File: src/rtl/hack_keyboard.sv
// hack_keyboard: PS/2 set-2 receiver and scan-code translator driving the Hack keyboard word.
module hack_keyboard #(
    parameter int FILTER_LEN = 4,
    parameter int TIMEOUT    = 10000
) (
    input  logic        clock,
    input  logic        reset,
    input  logic        ps2_clk,
    input  logic        ps2_data,
    output logic [15:0] out,
    output logic        byte_valid,
    output logic [7:0]  byte_data,
    output logic        frame_err
);
    localparam int FW = $clog2(FILTER_LEN + 1);
    localparam int TW = $clog2(TIMEOUT + 1);
    typedef enum logic [1:0] {IDLE, DATA, PARITY, STOP} state_t;
    state_t state, state_n;
    logic [1:0] clk_s, data_s;
    logic [FW-1:0] fcnt;
    logic filt, filt_d, strobe, din, timeout, accept, err;
    logic [2:0] bcnt, bcnt_n;
    logic [7:0] shift, shift_n, code;
    logic par, par_n, ext, brk;
    logic [TW-1:0] tcnt;
    assign din = data_s[1];
    assign strobe = filt_d & ~filt;
    assign timeout = (state != IDLE) && !strobe && (tcnt == TW'(TIMEOUT - 1));
    always_ff @(posedge clock or negedge reset) begin
        if (!reset) begin
            clk_s  <= 2'b11;
            data_s <= 2'b11;
            fcnt   <= '0;
            filt   <= 1'b1;
            filt_d <= 1'b1;
        end else begin
            clk_s  <= {clk_s[0], ps2_clk};
            data_s <= {data_s[0], ps2_data};
            filt_d <= filt;
            if (clk_s[1] == filt) fcnt <= '0;
            else if (fcnt == FW'(FILTER_LEN - 1)) begin
                filt <= clk_s[1];
                fcnt <= '0;
            end else fcnt <= fcnt + 1'b1;
        end
    end
    always_comb begin
        state_n = state;
        bcnt_n  = bcnt;
        shift_n = shift;
        par_n   = par;
        accept  = 1'b0;
        err     = 1'b0;
        if (timeout) begin
            state_n = IDLE;
            err     = 1'b1;
        end else if (strobe) begin
            case (state)
                IDLE: begin
                    state_n = din ? IDLE : DATA;
                    bcnt_n  = 3'd0;
                    err     = din;
                end
                DATA: begin
                    shift_n = {din, shift[7:1]};
                    bcnt_n  = bcnt + 3'd1;
                    state_n = (bcnt == 3'd7) ? PARITY : DATA;
                end
                PARITY: begin
                    par_n   = din;
                    state_n = STOP;
                end
                default: begin
                    state_n = IDLE;
                    accept  = din & (^{shift, par});
                    err     = ~accept;
                end
            endcase
        end
    end
    always_ff @(posedge clock or negedge reset) begin
        if (!reset) begin
            state      <= IDLE;
            bcnt       <= '0;
            shift      <= '0;
            par        <= 1'b0;
            tcnt       <= '0;
            byte_valid <= 1'b0;
            byte_data  <= '0;
            frame_err  <= 1'b0;
        end else begin
            state      <= state_n;
            bcnt       <= bcnt_n;
            shift      <= shift_n;
            par        <= par_n;
            tcnt       <= (state == IDLE || strobe) ? '0 : tcnt + 1'b1;
            byte_valid <= accept;
            frame_err  <= err;
            if (accept) byte_data <= shift;
        end
    end
    // Upper bit selects the E0-extended table.
    always_comb begin
        code = 8'd0;
        case ({ext, byte_data})
            9'h01C: code = 8'd65;  9'h032: code = 8'd66;  9'h021: code = 8'd67;  9'h023: code = 8'd68;
            9'h024: code = 8'd69;  9'h02B: code = 8'd70;  9'h034: code = 8'd71;  9'h033: code = 8'd72;
            9'h043: code = 8'd73;  9'h03B: code = 8'd74;  9'h042: code = 8'd75;  9'h04B: code = 8'd76;
            9'h03A: code = 8'd77;  9'h031: code = 8'd78;  9'h044: code = 8'd79;  9'h04D: code = 8'd80;
            9'h015: code = 8'd81;  9'h02D: code = 8'd82;  9'h01B: code = 8'd83;  9'h02C: code = 8'd84;
            9'h03C: code = 8'd85;  9'h02A: code = 8'd86;  9'h01D: code = 8'd87;  9'h022: code = 8'd88;
            9'h035: code = 8'd89;  9'h01A: code = 8'd90;
            9'h045: code = 8'd48;  9'h016: code = 8'd49;  9'h01E: code = 8'd50;  9'h026: code = 8'd51;
            9'h025: code = 8'd52;  9'h02E: code = 8'd53;  9'h036: code = 8'd54;  9'h03D: code = 8'd55;
            9'h03E: code = 8'd56;  9'h046: code = 8'd57;
            9'h00E: code = 8'd96;  9'h04E: code = 8'd45;  9'h055: code = 8'd61;  9'h054: code = 8'd91;
            9'h05B: code = 8'd93;  9'h05D: code = 8'd92;  9'h04C: code = 8'd59;  9'h052: code = 8'd39;
            9'h041: code = 8'd44;  9'h049: code = 8'd46;  9'h04A: code = 8'd47;
            9'h029: code = 8'd32;  9'h05A: code = 8'd128; 9'h066: code = 8'd129; 9'h076: code = 8'd140;
            9'h005: code = 8'd141; 9'h006: code = 8'd142; 9'h004: code = 8'd143; 9'h00C: code = 8'd144;
            9'h003: code = 8'd145; 9'h00B: code = 8'd146; 9'h083: code = 8'd147; 9'h00A: code = 8'd148;
            9'h001: code = 8'd149; 9'h009: code = 8'd150; 9'h078: code = 8'd151; 9'h007: code = 8'd152;
            9'h16B: code = 8'd130; 9'h175: code = 8'd131; 9'h174: code = 8'd132; 9'h172: code = 8'd133;
            9'h16C: code = 8'd134; 9'h169: code = 8'd135; 9'h17D: code = 8'd136; 9'h17A: code = 8'd137;
            9'h170: code = 8'd138; 9'h171: code = 8'd139; 9'h15A: code = 8'd128;
            default: code = 8'd0;
        endcase
    end
    always_ff @(posedge clock or negedge reset) begin
        if (!reset) begin
            out <= '0;
            ext <= 1'b0;
            brk <= 1'b0;
        end else if (byte_valid) begin
            if (byte_data == 8'hE0) ext <= 1'b1;
            else if (byte_data == 8'hF0) brk <= 1'b1;
            else begin
                ext <= 1'b0;
                brk <= 1'b0;
                if (code != 8'd0 && !brk) out <= {8'd0, code};
                else if (code != 8'd0 && {8'd0, code} == out) out <= '0;
            end
        end
    end
endmodule

File: config.mk
export PLATFORM = sky130hd
export DESIGN_NAME = hack_keyboard
export DESIGN_NICKNAME = d
export VERILOG_FILES = /design/src/rtl/hack_keyboard.sv
export SDC_FILE = /design/constraint.sdc
export NUM_CORES = 1
export LEC_CHECK = 0
export BUFFER_PORTS_ARGS = -buffer_cell sky130_fd_sc_hd__buf_4
export CORE_MARGIN = 10
export CORE_UTILIZATION = 45
export DETAILED_ROUTE_END_ITERATION = 8
export GPL_TIMING_DRIVEN = 0
export SKIP_CTS_REPAIR_TIMING = 1
export SLEW_MARGIN = 25
export SYNTH_ARGS = -nofsm -noshare
export SYNTH_HDL_FRONTEND = slang
export SYNTH_SLANG_ARGS = --single-unit
File: constraint.sdc
create_clock -name clock -period 3.55 [get_ports clock]
set_clock_uncertainty 0.1 [all_clocks]
set_input_delay 0.71 -clock clock [delete_from_list [all_inputs] [get_ports clock]]
set_output_delay 0.71 -clock clock [all_outputs]
set_load 0.02 [all_outputs]
-- Word level (Yosys, flattened, before mapping)
Cells that the tools add are included.
- add/sub/neg operators: 3
- equality and inequality tests: 84
- muxes and demuxes: 21
- bitwise operators: 8
- reductions and logical operators: 24
- operator list (operator ; count):
    $pmux 8 s73 ; 1
    $eq 9x6->1 const B ; 23
    $eq 9x7->1 const B ; 21
    $eq 9x9->1 const B ; 11
    $eq 9x5->1 const B ; 7
    $eq 9x4->1 const B ; 5
    $eq 9x3->1 const B ; 4
    $mux 16 ; 2
    $eq 8x16->1 ; 1
    $eq 8x8->1 const B ; 2
    $add 14x1->14 const B ; 1
    $eq 14x14->1 const B ; 1
    $mux 14 ; 1
    $eq 9x1->1 const B ; 1
    $eq 9x2->1 const B ; 1
    $eq 9x8->1 const B ; 1
    $mux 1 ; 9
    $reduce_and 3->1 ; 3
    $reduce_xor 9->1 ; 1
    $reduce_bool 2->1 ; 4
    $reduce_bool 8->1 ; 1
    $add 3x1->3 const B ; 2
    $mux 2 ; 3
    $mux 3 ; 2
    other kinds (19) ; 32
- flip-flop bits (word level): 65
- input bits: 4
- output and inout bits: 26
- logic and storage cells: 156

-- Logic depth before layout (Yosys ltp)
Gate-level depths: netlist of run 1.
- depth in word-level cells: 7
- gate-level depth with buffers: 13
- gate-level depth less buffers: 9

-- Worst setup path after synthesis of run 1
Ideal clock, no wire load.
- path kind: flip-flop to flip-flop
- start point: register byte_data[1]
- end point: register out[6]
- setup time: 0.151 ns
- arrival time: 2.868 ns
- required time: 3.299 ns
- slack: 0.432 ns
- cell stages (with the launch flop): 11
- buffers on the path: 1
- clock period less this slack: 3.118 ns
- cells stage by stage: dfrtp_1 -> nor2b_1 -> buf_6 -> a21oi_1 -> o32ai_1 -> or4_1 -> or4b_4 -> xnor2_2 -> nand4_2 -> o41ai_2 -> a221oi_1
- longest elaborated chain between the ends: 7
- elaborated cells on any way between the ends: 87
- RTL lines (what ; RTL line ; RTL):
    start: declaration ; 12 ; output logic [7:0] byte_data,
    start signal: assignment ; 99 ; if (accept) byte_data <= shift;
    $eq 9x9->1 or $eq 9x7->1 (tied branches) ; 105 ; case ({ext, byte_data})
    $reduce_or 2->1 (no line) ; n/a ;
    $pmux 8 s73 ; 105 ;
    $eq 8x16->1 or $reduce_bool 8->1 (tied branches) ; 141, 140 ;
    $logic_and 1x1->1, on equally long branches ; 141, 140 ;
    $reduce_bool 2->1 (no line) ; n/a ;
    $reduce_and 4->1 (no line) ; n/a ;
    end signal: assignment ; 140 ; if (code != 8'd0 && !brk) out <= {8'd0, code};
    end: declaration ; 10 ; output logic [15:0] out,
Parallel ways exist; a longest one is shown, timed or not.
A chain may end at the register's enable or synchronous reset.

-- Final worst setup path of run 1
- start point: register byte_data[6]
- end point: register out[6]
The elaborated chain is that of the path after synthesis.

==> results of run 1 <==
==> sequential cells by signal, indices dropped and copies added, names as in the netlist, 2 cells and up <==
name and count:
bcnt 3, byte_data 8, clk_s 2, data_s 2
fcnt 3, out 8, shift 8, state 2
tcnt 14
==> routing by layer <==
metal | wire (µm) | vias up
met3 | 1450 | 76
met2 | 6610 | 292
li1 | - | 1998
met1 | 6150 | 2104
met5 | 0 | -
met4 | 853 | 0
==> power groups by stage <==
| stage | registers (mW) | logic [mW] | clock network [mW] |
|---|---|---|---|
| 3_3_place_gp | 0.817 | 0.359 | 0 |
| 4_1_cts | 0.810 | 0.374 | 0.766 |
| 5_1_grt | 0.823 | 0.419 | 0.790 |
| 6_report | 0.811 | 0.370 | 0.740 |
| 2_1_floorplan | 0.805 | 0.294 | 0 |
| 3_5_place_dp | 0.821 | 0.371 | 0 |
==> worst min path at each step <==
stage / from / to / slack, ns / depth (start not counted)
finish: clk_s[0]$_DFF_PN1_ / clk_s[1]$_DFF_PN1_ / 0.26 / 0
floorplan: clk_s[0]$_DFF_PN1_ / clk_s[1]$_DFF_PN1_ / 0.25 / 0
CTS: clk_s[0]$_DFF_PN1_ / clk_s[1]$_DFF_PN1_ / 0.26 / 0
global placement: data_s[0]$_DFF_PN1_ / data_s[1]$_DFF_PN1_ / 0.25 / 0
global route: data_s[0]$_DFF_PN1_ / data_s[1]$_DFF_PN1_ / 0.26 / 0
detailed placement: clk_s[0]$_DFF_PN1_ / clk_s[1]$_DFF_PN1_ / 0.25 / 0
==> cell usage in the layout, fill, tap and decap left out, types with 4 or more instances in the layout <==
master / Yosys / final
sky130_fd_sc_hd__dfrtp_1: 51 / 48
sky130_fd_sc_hd__nor2_1: 41 / 38
sky130_fd_sc_hd__nor3b_1: 9 / 9
sky130_fd_sc_hd__conb_1: 1 / 8
sky130_fd_sc_hd__buf_4: 14 / 42
sky130_fd_sc_hd__nor3_1: 12 / 11
sky130_fd_sc_hd__xnor2_1: 17 / 16
sky130_fd_sc_hd__o31ai_1: 4 / 4
sky130_fd_sc_hd__mux2_2: 16 / 16
sky130_fd_sc_hd__nand2b_1: 9 / 9
sky130_fd_sc_hd__nor4_1: 9 / 8
sky130_fd_sc_hd__clkbuf_1: 9 / 9
sky130_fd_sc_hd__nand3_1: 30 / 30
sky130_fd_sc_hd__and4_1: 5 / 5
sky130_fd_sc_hd__inv_1: 7 / 7
sky130_fd_sc_hd__nand2_1: 42 / 42
sky130_fd_sc_hd__o21ai_1: 4 / 4
sky130_fd_sc_hd__and2_1: 6 / 6
sky130_fd_sc_hd__a32oi_1: 6 / 6
sky130_fd_sc_hd__o22ai_1: 4 / 4
sky130_fd_sc_hd__buf_2: 22 / 15
sky130_fd_sc_hd__nor4bb_1: 6 / 6
sky130_fd_sc_hd__and3_1: 6 / 6
sky130_fd_sc_hd__clkbuf_8: 0 / 9
sky130_fd_sc_hd__a211oi_1: 4 / 4
sky130_fd_sc_hd__o211ai_1: 9 / 9
sky130_fd_sc_hd__a21oi_1: 13 / 13
sky130_fd_sc_hd__xor2_1: 14 / 14
sky130_fd_sc_hd__or2_2: 4 / 4
sky130_fd_sc_hd__nand4_1: 22 / 22
sky130_fd_sc_hd__o21ai_0: 18 / 18
sky130_fd_sc_hd__nor2b_1: 19 / 19
sky130_fd_sc_hd__buf_6: 4 / 6
sky130_fd_sc_hd__dfstp_2: 6 / 6
sky130_fd_sc_hd__or4_1: 4 / 4
sky130_fd_sc_hd__ha_1: 4 / 4
==> layout make-up <==
cell class / count / area share, %
tap: 133 / 3.20
inverter: 7 / 0.505
sequential: 57 / 27.6
clock buffer: 11 / 2.53
multi-input combinational: 410 / 54.3
buffer: 48 / 6.09
timing repair buffer: 26 / 3.75
clock inverter: 5 / 2.00
==> cells by family (layout without fill, tap and decap cells) <==
family	after synthesis	after routing	synth area share (%)
muxes	16	16	4.04
and+or+nand+nor	251	251	32.7
adders and majority gates	4	4	1.12
xor gates and xnor gates	32	32	6.46
buffers and inverters	56	97	7.19
AOI/OAI and AO/OA	99	99	16.2
DFF	57	57	32.2
other	1	8	0.0842
==> worst register-to-register path, cell delays in order, from the launching register on <==
cell,delay [ns]
sky130_fd_sc_hd__dfrtp_1,0.36
sky130_fd_sc_hd__buf_2,0.25
sky130_fd_sc_hd__buf_2,0.27
sky130_fd_sc_hd__buf_2,0.31
sky130_fd_sc_hd__a211oi_1,0.09
sky130_fd_sc_hd__or4_1,0.50
sky130_fd_sc_hd__or4_4,0.55
sky130_fd_sc_hd__xnor2_1,0.19
sky130_fd_sc_hd__nand4_2,0.19
sky130_fd_sc_hd__o41ai_2,0.34
sky130_fd_sc_hd__a221oi_1,0.12
==> results list, run 1 <==
* Via-per-instance ratio: approximately 6.4
- Flop and latch count out of synthesis: 57
- For this configuration, the core starts out at a cell density of 45.8%.
- Residual antenna-violating net count after detailed routing: 0
- Across the whole layout, storage elements account for 0.00144 mm².
- The run finished with clean final reports.
* WP depth: 10
- Cell area after technology mapping: 0.00446 mm²
- Of the synthesized area, sequential elements account for about a third.
* Global-route wire length before repair: 24100 µm
* Cells on worst reg2reg path: 10
- For this design the total switching power over the nets is 0.536 mW.
- The number of antenna violations at the first check in global routing is 0.
- Synthesis instantiated 75 different standard cells from the library.
- For this design, the slowest cell found on the critical path is sky130_fd_sc_hd__or4_4.
* Clock power frac: 38.5%
- In the synthesized netlist the dominant register cell turns out to be sky130_fd_sc_hd__dfrtp_1.
- Final hold analysis gives a worst-case slack of 0.257 ns.
* Average cell area after synthesis: 8.63 µm²
- The detailed router finished its first iteration with 504 violations.
- Category of the worst setup path capture point: flop
- After synthesis, the share of flip-flops with an asynchronous set or reset is 100%.
- In the global route stage, overall resource usage came out at 21.0%.
- The later pin in the worst-skew pair is clocked with a latency of 0.34 ns.
* Total overflow reported by the global router: 0
* WP buf/inv: 3
- Final worst path period need: 3.40 ns
* Crit path max-delay family: simple AND/OR/NAND/NOR gates
* NumNets Final: 567
* Critical path cell sequence: buf_2 > buf_2 > buf_2 > a211oi_1 > or4_1 > or4_4 > xnor2_1 > nand4_2 > o41ai_2 > a221oi_1
- Part of the cycle the worst path needs: 95.9%
* DRC: 0
- Core Rows: 36
- PnR Total Power: a little under 2 mW
- The share of total power dissipated in sequential elements is 42.2%.
- The number of global-route vias before repair came to 4306.
* Most numerous cell on the critical path: sky130_fd_sc_hd__buf_2
* Cell taking the most area after synthesis: sky130_fd_sc_hd__dfrtp_1
* Largest net degree at the start of global routing: 58
- The worst register-to-register path begins at byte_data[6]$_DFFE_PN0P_.
* Top cell types by occurrence after synthesis: sky130_fd_sc_hd__dfrtp_1, sky130_fd_sc_hd__nand2_1, sky130_fd_sc_hd__nor2_1
- Headroom to the max-slew limit came out at 40.8%.
- Area of placed instances: 0.00481 mm²
- Timing would allow up to 0.294 GHz.
* Setup slack of the most critical reg-to-reg path: 0.15 ns
- For this run, global-route usage on met1 was measured as 26.9%.
- Port Buffer Count: 21
- The worst register-to-register path ends at out[6]$_DFFE_PN0P_.
* Highest-utilization routing layer at the global route stage: met2
* MaxCap Viol Count: 0
- Fin area: 0.00520 mm²
* Die extent in x: 120 µm
* Tightest Pin Transition: between 0.8 and 0.9 ns
- The die covers 0.0143 mm².
- Peak VDD IR: 424 µV
* Number of cells produced by synthesis: between 500 and 600
- Cells with a size suffix above 1 make up between 20% and 30% of the layout.
* CP startpoint: byte_data[6]$_DFFE_PN0P_
* Worst Setup Start Kind: flop
* Number of cells in the finished layout apart from fillers: 697
- Switching share of power: 27.9%
- Max Transition Viols Final: 0
* Crit path to: out[6]$_DFFE_PN0P_
* CP max FO: 10
* Number of synthesized flops with an enable pin: 0
* Clock-pin slew on the worst setup and hold paths: 0.07 ns
- Setup repair after global routing left no endpoint under its margin.
- Summed over all layers, the routed wires come to between 15000 and 20000 µm.
* Total number of H-tree levels: 3
* # setup viols final: 0
- Number of inserted filler cells in the final layout: 940
- Total negative slack: 0 ns
* Internal Dissipation: 1.38 mW
- Number of buffers on the longest clock path: 2
- Finished Core Util: 53.5%
* Min-delay worst type: flop to flop
- Router iterations before antenna repair: 5
- After floorplanning, the core was sized to cover 0.00973 mm².
- Ranked by total cell area, the synthesized netlist is headed by sky130_fd_sc_hd__dfrtp_1, sky130_fd_sc_hd__mux2_2, sky130_fd_sc_hd__dfstp_2, sky130_fd_sc_hd__nand2_1, sky130_fd_sc_hd__nor2_1.
* Final GP Congestion: 0.999
* Top-count cell post-synth: sky130_fd_sc_hd__dfrtp_1
- Setup Crit Path Kind: flop to flop
* Data arrival time of the worst path: 3.50 ns
- Global routing met3 resource utilization: under 10%
- In this run the power density over the cells is approximately 370 mW/mm².
* Detailed placement HPWL: 10700 µm
- Final WS setup: 0.145 ns
* Placed cell count: between 600 and 700
* WL/cell: 21.6 µm
- The root buffer cell chosen for the clock tree is sky130_fd_sc_hd__clkbuf_8.
* Worst slack at placement: -0.236 ns
- The repair_antennas step left the layout with diodes totalling 0.
* Final hold violations: 0
- In the final layout, the multi-input gates occupy 0.00282 mm².
* Power share of the combinational group: about a fifth
- Area delta synth->final: 16.7%
* GRT met2 Usage: a little under a third
- Delay of the slowest cell on the worst path: 0.55 ns
* Data required time at the worst endpoint: around 3.6 ns
- The floorplan step set the die height to 120 µm.
* Total via count in the routed design: 4470
- TritonCTS built the clock tree.
- Yosys printed 0 warnings.
- Proportion of netlist area held by the largest area contributor: 28.6%
* Static leakage: 2.19 nW
- Buffers inserted during clock tree synthesis total 9.
- Counting every sink on the clock net gives 57.
* Top-level I/O count: 30
No activity file was read; power rests on OpenSTA's default activity.
==> run 2, diff against run 1 <==
==> constraint.sdc (replaced) <==
create_clock -name clock -period 3.1 [get_ports clock]
set_clock_uncertainty 0.1 [all_clocks]
set_input_delay 0.775 -clock clock [delete_from_list [all_inputs] [get_ports clock]]
set_output_delay 0.775 -clock clock [all_outputs]
set_load 0.02 [all_outputs]
==> run 2 against run 1 <==
The run now ends with setup timing left. Sequential cell count is the same. Maximum frequency grew 4.6%. Final area grew 13%. Cell count grew 5.3%. Highest routed layer unchanged.
==> results list, run 2 (synthesis results as in run 1) <==
- Static leakage: 2.44 nW
- Leaving out fill and tap cells, the most frequent cell in the layout is sky130_fd_sc_hd__buf_4.
- Once the floorplan was initialized, standard cells occupied 45.8% of the core.
- Highest-utilization routing layer at the global route stage: met2
- Total number of H-tree levels: 3
- The startpoint identified for the worst register-to-register timing path is byte_data[0]$_DFFE_PN0P_.
* Area enclosed by the die boundary: 0.0143 mm²
* Largest net degree at the start of global routing: 58
- Number of inserted filler cells in the final layout: 847
- CP max FO: 5
* Tightest Pin Transition: 0.795 ns
- In this run, the combinational gates consume 20.9% of the power.
- Die height: about 120 µm
* Total overflow reported by the global router: 0
- For the final routed database, the setup TNS stands at -0.970 ns.
* Fin area: 0.00587 mm²
- The HPWL after detailed placement is 10800 µm.
* Area of placed instances: 0.00481 mm²
- The analysis attributes to net switching a power of 0.647 mW.
* Final hold violations: 0
- Worst slew margin: ~47%
- Placed cell count: 677
- The clock network accounts for 34.3% of the total power.
* NumNets Final: 604
* Commonest non-fill, non-tap cells in the layout: sky130_fd_sc_hd__buf_4, sky130_fd_sc_hd__dfrtp_1, sky130_fd_sc_hd__nor2_1, sky130_fd_sc_hd__nand2_1, sky130_fd_sc_hd__nand3_1
- Max Transition Viols Final: 0
- Fraction of layout cells with a size suffix above 1: a little over a third
* Port Buffer Count: 21
- TritonCTS built the clock tree.
* Power density over cell area: about 350 mW/mm²
- In this run the critical register-to-register path is captured at out[4]$_DFFE_PN0P_.
- Number of buffers on the longest clock path: 2
* Router iterations before antenna repair: 5
* Final GP Congestion: 1.02
- Clock-pin slew on the worst setup and hold paths: 0.08 ns
- Clock tree synthesis found a total of 57 sinks.
* Cells on worst reg2reg path: 12
- Register with the highest flop count: tcnt
* Root cell of the clock tree: sky130_fd_sc_hd__clkbuf_8
* Core Rows: 36
- Detailed routing inserted a total of 4659 vias.
- The die is around 120 µm wide.
- Finished Core Util: 60.3%
- Via count of the first global-routing pass: 4152
* DRC: 0
- The worst hold path belongs to the class flop to flop.
- The setup check on the worst reg-to-reg path leaves a slack of -0.16 ns.
- Switching share of power: between 30 and 40%
* Clk Latency, worst-skew pair: 0.34 ns
* Clock buffer count from CTS: 9
* Failing checks: setup timing
* Crit path to: out[4]$_DFFE_PN0P_
- Initial DRC Count: 565
- Top-level I/O count: 30
- Number of cells in the finished layout apart from fillers: 734
- Via-per-instance ratio: 6.35
- For this run, global-route usage on met3 was measured as 3.28%.
* GRT met2 Usage: 30.7%
* Area delta synth->final: 31.8%
- The repair_antennas step left the layout with diodes totalling 0.
- The count of nets left with antenna violations once routing finished came out at 0.
- Met1 track utilization from global routing: 26.0%
- Across the run, the number of max-cap violations was 0.
- The smallest clock period supported by the final layout is computed as 3.26 ns.
- IR analysis of the VDD net gives a maximum drop of approximately 400 µV.
- Largest register FFs: 14
- # setup viols final: 8
- WL/cell: 21.5 µm
* Core Area: 0.00973 mm²
- CP startpoint: byte_data[0]$_DFFE_PN0P_
- Internal Dissipation: 1.43 mW
- Sequential cell fraction of total power: 44.8%
- Category of the worst setup path capture point: flop
* Initial antenna violation count: 0
- Data on the critical path is required at its endpoint by 3.22 ns.
* Setup Crit Path Kind: flop to flop
- Final WS setup: -0.157 ns
- FMAX: 0.307 GHz
- The first global-routing pass estimated roughly 23000 µm of wire.
* Data arrival time of the worst path: 3.38 ns
- Total Routing Usage GR: between 10% and 20%
- The run finished, with violations left.
- Setup repair after global routing could not meet its margin everywhere.
- Part of the cycle the worst path needs: 105%
* Total detailed-routing wirelength: 15800 µm
- The worst setup path is launched from a flop.
run 2: worst min path at each step:
stage / startpoint / endpoint / slack, ns / cells after the start
4_1_cts: clk_s[0]$_DFF_PN1_ / clk_s[1]$_DFF_PN1_ / 0.26 / 0
6_report: clk_s[0]$_DFF_PN1_ / clk_s[1]$_DFF_PN1_ / 0.26 / 0
3_5_place_dp: clk_s[0]$_DFF_PN1_ / clk_s[1]$_DFF_PN1_ / 0.25 / 0
5_1_grt: clk_s[0]$_DFF_PN1_ / clk_s[1]$_DFF_PN1_ / 0.26 / 0
2_1_floorplan: clk_s[0]$_DFF_PN1_ / clk_s[1]$_DFF_PN1_ / 0.25 / 0
3_3_place_gp: data_s[0]$_DFF_PN1_ / data_s[1]$_DFF_PN1_ / 0.25 / 0
run 2: per-layer routing:
layer | part of all wire (%) | vias to the layer above
met2 | 46 | 286
met4 | 5.0 | 0
met1 | 41 | 2224
met5 | 0 | -
met3 | 8.5 | 80
li1 | - | 2069
run 2: per-stage QoR:
| stage | setup slack [ns] | power, mW | hold WS, ns |
|---|---|---|---|
| 3_5_place_dp | -0.735 | 1.38 | 0.249 |
| 6_report | -0.157 | 2.07 | 0.257 |
| 3_3_place_gp | -0.745 | 1.35 | 0.246 |
| 2_1_floorplan | 0.00749 | 1.26 | 0.245 |
| 5_1_grt | -0.217 | 2.18 | 0.260 |
| 4_1_cts | -0.770 | 2.10 | 0.259 |
run 2: cell type report:
cell class	count	area (µm²)	area share, %
multi-input combinational	410	3140	53.4
sequential	57	1440	24.5
timing repair buffer	63	493	8.40
buffer	48	404	6.88
tap	133	166	2.83
clock buffer	9	124	2.11
clock inverter	7	78.8	1.34
inverter	7	30.0	0.512
run 2: power groups by stage:
stage | registers (mW) | logic, mW | clock network, mW
floorplan | 0.922 | 0.337 | 0
global placement | 0.935 | 0.412 | 0
detailed placement | 0.942 | 0.434 | 0
CTS | 0.928 | 0.440 | 0.730
global route | 0.941 | 0.476 | 0.766
finish | 0.929 | 0.433 | 0.712
run 2: worst max-delay path: stages, from the launching register on:
cell and delay, ns:
sky130_fd_sc_hd__dfrtp_1 0.42, sky130_fd_sc_hd__buf_6 0.16, sky130_fd_sc_hd__buf_4 0.14, sky130_fd_sc_hd__nand2b_2 0.23
sky130_fd_sc_hd__nand3_2 0.12, sky130_fd_sc_hd__o21ai_1 0.13, sky130_fd_sc_hd__or4_4 0.52, sky130_fd_sc_hd__or4b_4 0.55
sky130_fd_sc_hd__xnor2_4 0.18, sky130_fd_sc_hd__nand4_4 0.15, sky130_fd_sc_hd__buf_4 0.18, sky130_fd_sc_hd__nor2_4 0.14
sky130_fd_sc_hd__o211ai_1 0.12
